[src/rtl/cheri_tbre_pkg.sv]
// Capability register types shared by the background revocation engine and its neighbours.
package cheri_tbre_pkg;

    typedef struct packed {
        logic       valid;
        logic [1:0] lsb;
        logic [4:0] exp;
        logic [8:0] top;
        logic [8:0] base;
        logic [2:0] otype;
        logic [5:0] cperms;
    } reg_cap_t;

    localparam reg_cap_t NULL_REG_CAP = '{
        valid:  1'b0,
        lsb:    2'b00,
        exp:    5'd24,
        top:    9'h100,
        base:   9'h000,
        otype:  3'h0,
        cperms: 6'h00
    };

endpackage

[src/rtl/cheri_tbre_ctrl.sv]
// Background revocation engine sequencer: walks a capability range, loads each slot,
// waits for the revocation verdict and stores revoked slots back with the tag cleared.
//
// state      | meaning
// IDLE       | waiting for a start pulse
// LD_REQ     | cap load request held on the LSU until accepted
// LD_WAIT    | waiting for the load response
// TRVK_WAIT  | waiting for the revocation verdict on the loaded cap
// ST_REQ     | tag-cleared store-back held on the LSU until accepted
// ST_WAIT    | waiting for the store-back response
// NEXT       | advance to the next slot or terminate the sweep
module cheri_tbre_ctrl
    import cheri_tbre_pkg::*;
#(
    parameter int unsigned CntWidth = 16
) (
    input  logic                clk_i,
    input  logic                rst_ni,
    input  logic                tbre_start_i,
    input  logic                tbre_stop_i,
    input  logic [31:0]         tbre_start_addr_i,
    input  logic [31:0]         tbre_end_addr_i,
    output logic                tbre_busy_o,
    output logic                tbre_done_o,
    output logic [CntWidth-1:0] tbre_revoked_cnt_o,
    output logic                tbre_err_o,
    output logic                tbre_lsu_req_o,
    output logic                tbre_lsu_we_o,
    output logic [31:0]         tbre_lsu_addr_o,
    output logic [31:0]         tbre_lsu_wdata_o,
    output reg_cap_t            tbre_lsu_wcap_o,
    input  logic                lsu_tbre_req_done_i,
    input  logic                lsu_tbre_resp_valid_i,
    input  logic                lsu_tbre_resp_err_i,
    input  logic [31:0]         rf_wdata_lsu_i,
    input  reg_cap_t            rf_wcap_lsu_i,
    input  logic                tbre_trvk_en_i,
    input  logic                tbre_trvk_clrtag_i,
    input  logic                snoop_wr_i,
    input  logic [31:0]         snoop_addr_i
);

    typedef enum logic [2:0] {
        S_IDLE,
        S_LD_REQ,
        S_LD_WAIT,
        S_TRVK_WAIT,
        S_ST_REQ,
        S_ST_WAIT,
        S_NEXT
    } state_e;

    state_e                r_state;
    logic [31:0]           r_cur;
    logic [31:0]           r_end;
    logic                  r_stop;
    logic                  r_snoop_hit;
    logic [31:0]           r_ld_data;
    reg_cap_t              r_ld_cap;
    logic                  r_busy;
    logic                  r_done;
    logic                  r_err;
    logic [CntWidth-1:0]   r_cnt;
    logic                  r_req;
    logic                  r_we;
    logic [31:0]           r_addr;
    logic [31:0]           r_wdata;
    reg_cap_t              r_wcap;

    logic [31:0]           w_start_cur;
    logic [31:0]           w_start_end;
    logic [32:0]           w_cur_next;
    logic                  w_snoop_match;
    logic                  w_terminate;

    assign w_start_cur   = {tbre_start_addr_i[31:3], 3'b000};
    assign w_start_end   = {tbre_end_addr_i[31:3], 3'b000};
    assign w_cur_next    = {1'b0, r_cur} + 33'd8;
    assign w_snoop_match = snoop_wr_i && (snoop_addr_i[31:3] == r_cur[31:3]);
    // A carry out of bit 31 means the range ran off the top of the address space.
    assign w_terminate   = r_stop || tbre_stop_i || w_cur_next[32] ||
                           (w_cur_next[31:0] >= r_end);

    always_ff @(posedge clk_i or negedge rst_ni) begin
        if (!rst_ni) begin
            r_state     <= S_IDLE;
            r_cur       <= '0;
            r_end       <= '0;
            r_stop      <= 1'b0;
            r_snoop_hit <= 1'b0;
            r_ld_data   <= '0;
            r_ld_cap    <= NULL_REG_CAP;
            r_busy      <= 1'b0;
            r_done      <= 1'b0;
            r_err       <= 1'b0;
            r_cnt       <= '0;
            r_req       <= 1'b0;
            r_we        <= 1'b0;
            r_addr      <= '0;
            r_wdata     <= '0;
            r_wcap      <= NULL_REG_CAP;
        end else begin
            r_done <= 1'b0;
            if ((r_state != S_IDLE) && tbre_stop_i) begin
                r_stop <= 1'b1;
            end
            case (r_state)
                S_IDLE: begin
                    if (tbre_start_i) begin
                        r_cur       <= w_start_cur;
                        r_end       <= w_start_end;
                        r_cnt       <= '0;
                        r_err       <= 1'b0;
                        r_stop      <= 1'b0;
                        r_snoop_hit <= 1'b0;
                        r_busy      <= 1'b1;
                        // An empty range falls straight through NEXT, which always terminates it.
                        if (w_start_cur >= w_start_end) begin
                            r_state <= S_NEXT;
                        end else begin
                            r_state <= S_LD_REQ;
                            r_req   <= 1'b1;
                            r_we    <= 1'b0;
                            r_addr  <= w_start_cur;
                        end
                    end
                end
                S_LD_REQ: begin
                    if (lsu_tbre_req_done_i) begin
                        r_req   <= 1'b0;
                        r_state <= S_LD_WAIT;
                        if (w_snoop_match) begin
                            r_snoop_hit <= 1'b1;
                        end
                    end
                end
                S_LD_WAIT: begin
                    if (w_snoop_match) begin
                        r_snoop_hit <= 1'b1;
                    end
                    if (lsu_tbre_resp_valid_i) begin
                        if (lsu_tbre_resp_err_i) begin
                            r_err <= 1'b1;
                        end else begin
                            r_ld_data <= rf_wdata_lsu_i;
                            r_ld_cap  <= rf_wcap_lsu_i;
                        end
                        r_state <= S_TRVK_WAIT;
                    end
                end
                S_TRVK_WAIT: begin
                    if (w_snoop_match) begin
                        r_snoop_hit <= 1'b1;
                    end
                    if (tbre_trvk_en_i) begin
                        // A CPU store to the slot, even in the verdict cycle, makes the loaded cap stale.
                        if (tbre_trvk_clrtag_i && !r_snoop_hit && !w_snoop_match) begin
                            r_state      <= S_ST_REQ;
                            r_req        <= 1'b1;
                            r_we         <= 1'b1;
                            r_addr       <= r_cur;
                            r_wdata      <= r_ld_data;
                            r_wcap       <= r_ld_cap;
                            r_wcap.valid <= 1'b0;
                        end else begin
                            r_state <= S_NEXT;
                        end
                    end
                end
                S_ST_REQ: begin
                    if (lsu_tbre_req_done_i) begin
                        r_req   <= 1'b0;
                        r_we    <= 1'b0;
                        r_state <= S_ST_WAIT;
                    end
                end
                S_ST_WAIT: begin
                    if (lsu_tbre_resp_valid_i) begin
                        if (!(&r_cnt)) begin
                            r_cnt <= r_cnt + CntWidth'(1);
                        end
                        if (lsu_tbre_resp_err_i) begin
                            r_err <= 1'b1;
                        end
                        r_state <= S_NEXT;
                    end
                end
                S_NEXT: begin
                    r_snoop_hit <= 1'b0;
                    if (w_terminate) begin
                        r_state <= S_IDLE;
                        r_busy  <= 1'b0;
                        r_done  <= 1'b1;
                    end else begin
                        r_cur   <= w_cur_next[31:0];
                        r_state <= S_LD_REQ;
                        r_req   <= 1'b1;
                        r_we    <= 1'b0;
                        r_addr  <= w_cur_next[31:0];
                    end
                end
                default: begin
                    r_state <= S_IDLE;
                end
            endcase
        end
    end

    assign tbre_busy_o        = r_busy;
    assign tbre_done_o        = r_done;
    assign tbre_revoked_cnt_o = r_cnt;
    assign tbre_err_o         = r_err;
    assign tbre_lsu_req_o     = r_req;
    assign tbre_lsu_we_o      = r_we;
    assign tbre_lsu_addr_o    = r_addr;
    assign tbre_lsu_wdata_o   = r_wdata;
    assign tbre_lsu_wcap_o    = r_wcap;

endmodule

[config.mk]
export PLATFORM = sky130hd
export DESIGN_NAME = cheri_tbre_ctrl
export DESIGN_NICKNAME = d
export VERILOG_FILES = /design/src/rtl/cheri_tbre_pkg.sv /design/src/rtl/cheri_tbre_ctrl.sv
export SDC_FILE = /design/constraint.sdc
export NUM_CORES = 1
export LEC_CHECK = 0
export CELL_PAD_IN_SITES_DETAIL_PLACEMENT = 1
export CELL_PAD_IN_SITES_GLOBAL_PLACEMENT = 2
export CORE_UTILIZATION = 36
export CTS_BUF_LIST = sky130_fd_sc_hd__clkbuf_4 sky130_fd_sc_hd__clkbuf_8
export DETAILED_ROUTE_END_ITERATION = 10
export GPL_TIMING_DRIVEN = 1
export PLACE_DENSITY_LB_ADDON = 0.25
export SLEW_MARGIN = 20
export SYNTH_ARGS = -nofsm -noshare
export SYNTH_HDL_FRONTEND = slang
export SYNTH_SLANG_ARGS = --single-unit
[constraint.sdc]
create_clock -name clk_i -period 11.8 [get_ports clk_i]
set_input_delay 1.77 -clock clk_i [delete_from_list [all_inputs] [get_ports clk_i]]
set_output_delay 1.77 -clock clk_i [all_outputs]
set_load 0.005 [all_outputs]
==> impl_metrics.toml <==
[detailed_routing]
drcViolationCount = 0
initialDrtViolationCount = 463
drtAntennaViolNets = 0
wirelength_mm = 39.07
drt_pass1_iterations = 4
vias_per_cell = 5.133
vias = 9973
wl_per_cell_um = 20.11

[power_and_ir_drop]
p_per_area_nw_per_um2 = 242.7
ir_drop_mv = 0.1331
p_leak_nw = 7.479

[logic_synthesis]
synth_area_um2 = 12900
ys_ff_latch = 246
synth.distinct_cells = 63
synth-seq-area-share = 0.4778
yosys_warnings = 0
syn_nets = 1424
synthDominantCellAreaShare = 0.4656
synth.area.top_cells = "dfrtp_1 47%, mux2_2 12%, ha_1 5.8%"
synth_cells = 1191
synth_edf_count = 0
synth.avg_cell_area_um2 = 10.83
ys.flop_type = "dfrtp_1"
synth_top_cell_by_area = "dfrtp_1"
synth_async_sr_flop_share = 1.000

[cts]
clockBufferDepth = 3
clkTransAtPathRegs_ps = 60
cts_buffers = 45
postCtsSetupBuffers = 0
cts_tree = "yes"
clock_latency_ps = 590
cts_sinks = 246
cts.htree.levels = 2
cts-root-buf = "clkbuf_8"
cts_hold_buffers = 0
cts_resized = 0

[critical_path]
cp.arrival_ps = 5520
r2r-start = "r_cur[3]"
reg2reg_slack_ps = 6730
reg2regPathDepth = 16
slowest_delay_ps = 590
path_cells = "ha_1, and4_4, nand3_4, nor3_4, and4_1, nand3_1, xnor2_1, ha_1, and4_1, a221oi_1, o221ai_1, o21ba_4, a21oi_2, nor2_4, buf_4, mux2_4"
critical_path.slowest_cell = "dfrtp_1"
cp-endpoint = "tbre_lsu_addr_o[18]"
crit_type = "reg2reg"
cp-startpoint = "r_cur[3]"
crit_path_start_kind = "flop"
path_max_fanout = 30
worstPathRequired_ps = 12250
crit_path_end_kind = "flop"
reg2reg_to = "tbre_lsu_addr_o[18]"

[sta]
clock-skew-final_ps = 27.65
slew_violations = 0
worst_pin_slew_ps = 957.8
min_period_ps = 5071
rsz0062_at_grt = "no"
tns_ps = 0
final_hold_viol_count = 0
period_share = 0.4298
max_freq_mhz = 197.2
slew_headroom = 0.3615
hold-worst-slack_ps = 493.0
setup_viol = 0

[final_layout]
antennaDiodeCount = 0
final_nets = 1688
syn2layout_area_growth_pct = 31.76
drive_above_1_share = 0.1821
fill_cells = 3815

[floorplan]
die_h_um = 191.3
rows = 68
coreArea_um2 = 34880
die_x_um = 191.3
die_area_um2 = 36590
io_pins = 293
start_util = 0.3698

[flow_run]
cap_viol_max_count = 0

[status]
status = "finished, final reports clean"

[global_route]
grt_pass1_vias = 10750
antenna_found_initial = 0
grt_pass1_wl_mm = 60.57
grt.overflow.total = 0
grtUsageTotal = 0.2153
grt_max_degree = 109

[worst_hold_path]
hp-class = "reg2reg"

[placement]
place_congestion = 0.8647
port_buffers = 281
hpwl_mm = 27.42
[flip-flops by register name (all words and copies together) (netlist names), 3 cells and up]
signal,flops
r_ld_cap,34
r_cur,29
r_end,29
tbre_lsu_wdata_o,32
r_ld_data,32
r_state,3
tbre_revoked_cnt_o,16
tbre_lsu_addr_o,30
tbre_lsu_wcap_o,34
[cell usage in the layout, fill, tap and decap left out, drive strengths merged, types with 4 or more instances in the layout]
cell type,count
clkdlybuf4s50,280
dfrtp,240
mux2,160
nand2,116
o21ai,85
inv,71
clkbuf,71
nor2,61
ha,60
a21oi,54
xnor2,40
xor2,27
nand4,24
a221o,18
nand3,18
nor3,13
and2,13
buf,11
and3,10
mux2i,10
and4,10
nor2b,9
a31oi,9
a21o,6
dfstp,6
a211oi,5
nor4,5
a22oi,4
o22a,4
clkinv,4
[logic make-up (layout without fill, tap and decap cells)]
kind of cell / after synthesis / in the layout / synth area share
AND/OR/NAND/NOR: 291 / 291 / 0.1102
flip-flops: 246 / 246 / 0.4778
AO/OA/AOI/OAI: 213 / 213 / 0.1027
multiplexers: 170 / 170 / 0.1556
buffers and inverters: 143 / 440 / 0.04966
XOR/XNOR: 67 / 67 / 0.04549
adder cells (fa/ha/maj): 60 / 60 / 0.05820
other: 1 / 1 / 0.0002907
[worst max-delay path: cells and delay by family, from the launching register on]
family | cells | cell delay (ps)
and+or+nand+nor | 7 | 1710
AOI/OAI and AO/OA | 4 | 920
adders and majority gates | 2 | 600
DFF | 1 | 590
buffers and inverters | 1 | 550
muxes | 1 | 360
xor gates and xnor gates | 1 | 180
[area by class of cell]
cell class | count | area, um2 | share of cell area
Sequential cell | 246 | 6163 | 0.3627
Multi-Input combinational cell | 802 | 6135 | 0.3610
Timing Repair Buffer | 291 | 2893 | 0.1702
Inverter | 69 | 259.0 | 0.01524
Clock buffer | 71 | 883.3 | 0.05198
Tap cell | 455 | 569.3 | 0.03350
Clock inverter | 9 | 92.59 | 0.005448
[stage by stage]
| stage | total power, mW | setup slack (ps) | instances | utilization | instance area, um2 |
|---|---|---|---|---|---|
| 2_1_floorplan | 2.520 | 7805 | 1191 | - | 12900 |
| 3_3_place_gp | 3.212 | 6259 | 1863 | 0.4592 | 16020 |
| 3_5_place_dp | 3.280 | 6278 | 1863 | 0.4592 | 16020 |
| 4_1_cts | 4.192 | 6719 | 1943 | 0.4872 | 17000 |
| 5_1_grt | 4.430 | 6440 | 1943 | 0.4872 | 17000 |
| 6_report | 4.125 | 6729 | 1943 | 0.4872 | 17000 |
[per-layer routing]
| metal | GRT usage | wire length, um |
|---|---|---|
| met5 | 0 | 0 |
| met4 | 0.05830 | 783 |
| met3 | 0.05893 | 2826 |
| met2 | 0.3580 | 18710 |
| met1 | 0.2738 | 16750 |
[how the worst min path moves through the flow]
stage / start / end / slack, ps / cells after the start
3_3_place_gp: r_end[3] / r_end[3] / 480 / 2
2_1_floorplan: r_end[3] / r_end[3] / 450 / 2
6_report: r_ld_cap[29] / tbre_lsu_wcap_o[29] / 490 / 1
4_1_cts: r_ld_cap[29] / tbre_lsu_wcap_o[29] / 500 / 1
5_1_grt: r_ld_cap[29] / tbre_lsu_wcap_o[29] / 510 / 1
3_5_place_dp: r_ld_cap[14] / tbre_lsu_wcap_o[14] / 490 / 1
[Yosys cell counts (all sizes together) (4+ instances only)]
cell    count
a211oi      5
a21o        6
a21oi      54
a221o      18
a22oi       4
a31oi       9
and2       13
and3       10
and4       10
buf        46
clkbuf     28
dfrtp     240
dfstp       6
ha         60
inv        69
mux2      160
mux2i      10
nand2     116
nand3      18
nand4      24
nor2       61
nor2b       9
nor3       13
nor4        5
o21ai      85
o22a        4
xnor2      40
xor2       27
[report_power, final]
group / internal (mW) / switching (mW)
Combinational: 0.948 / 0.759
Sequential: 1.24 / 0.310
Clock: 0.500 / 0.373
Total: 2.68 / 1.44
Note: power is estimated with default switching activity, not from simulation.
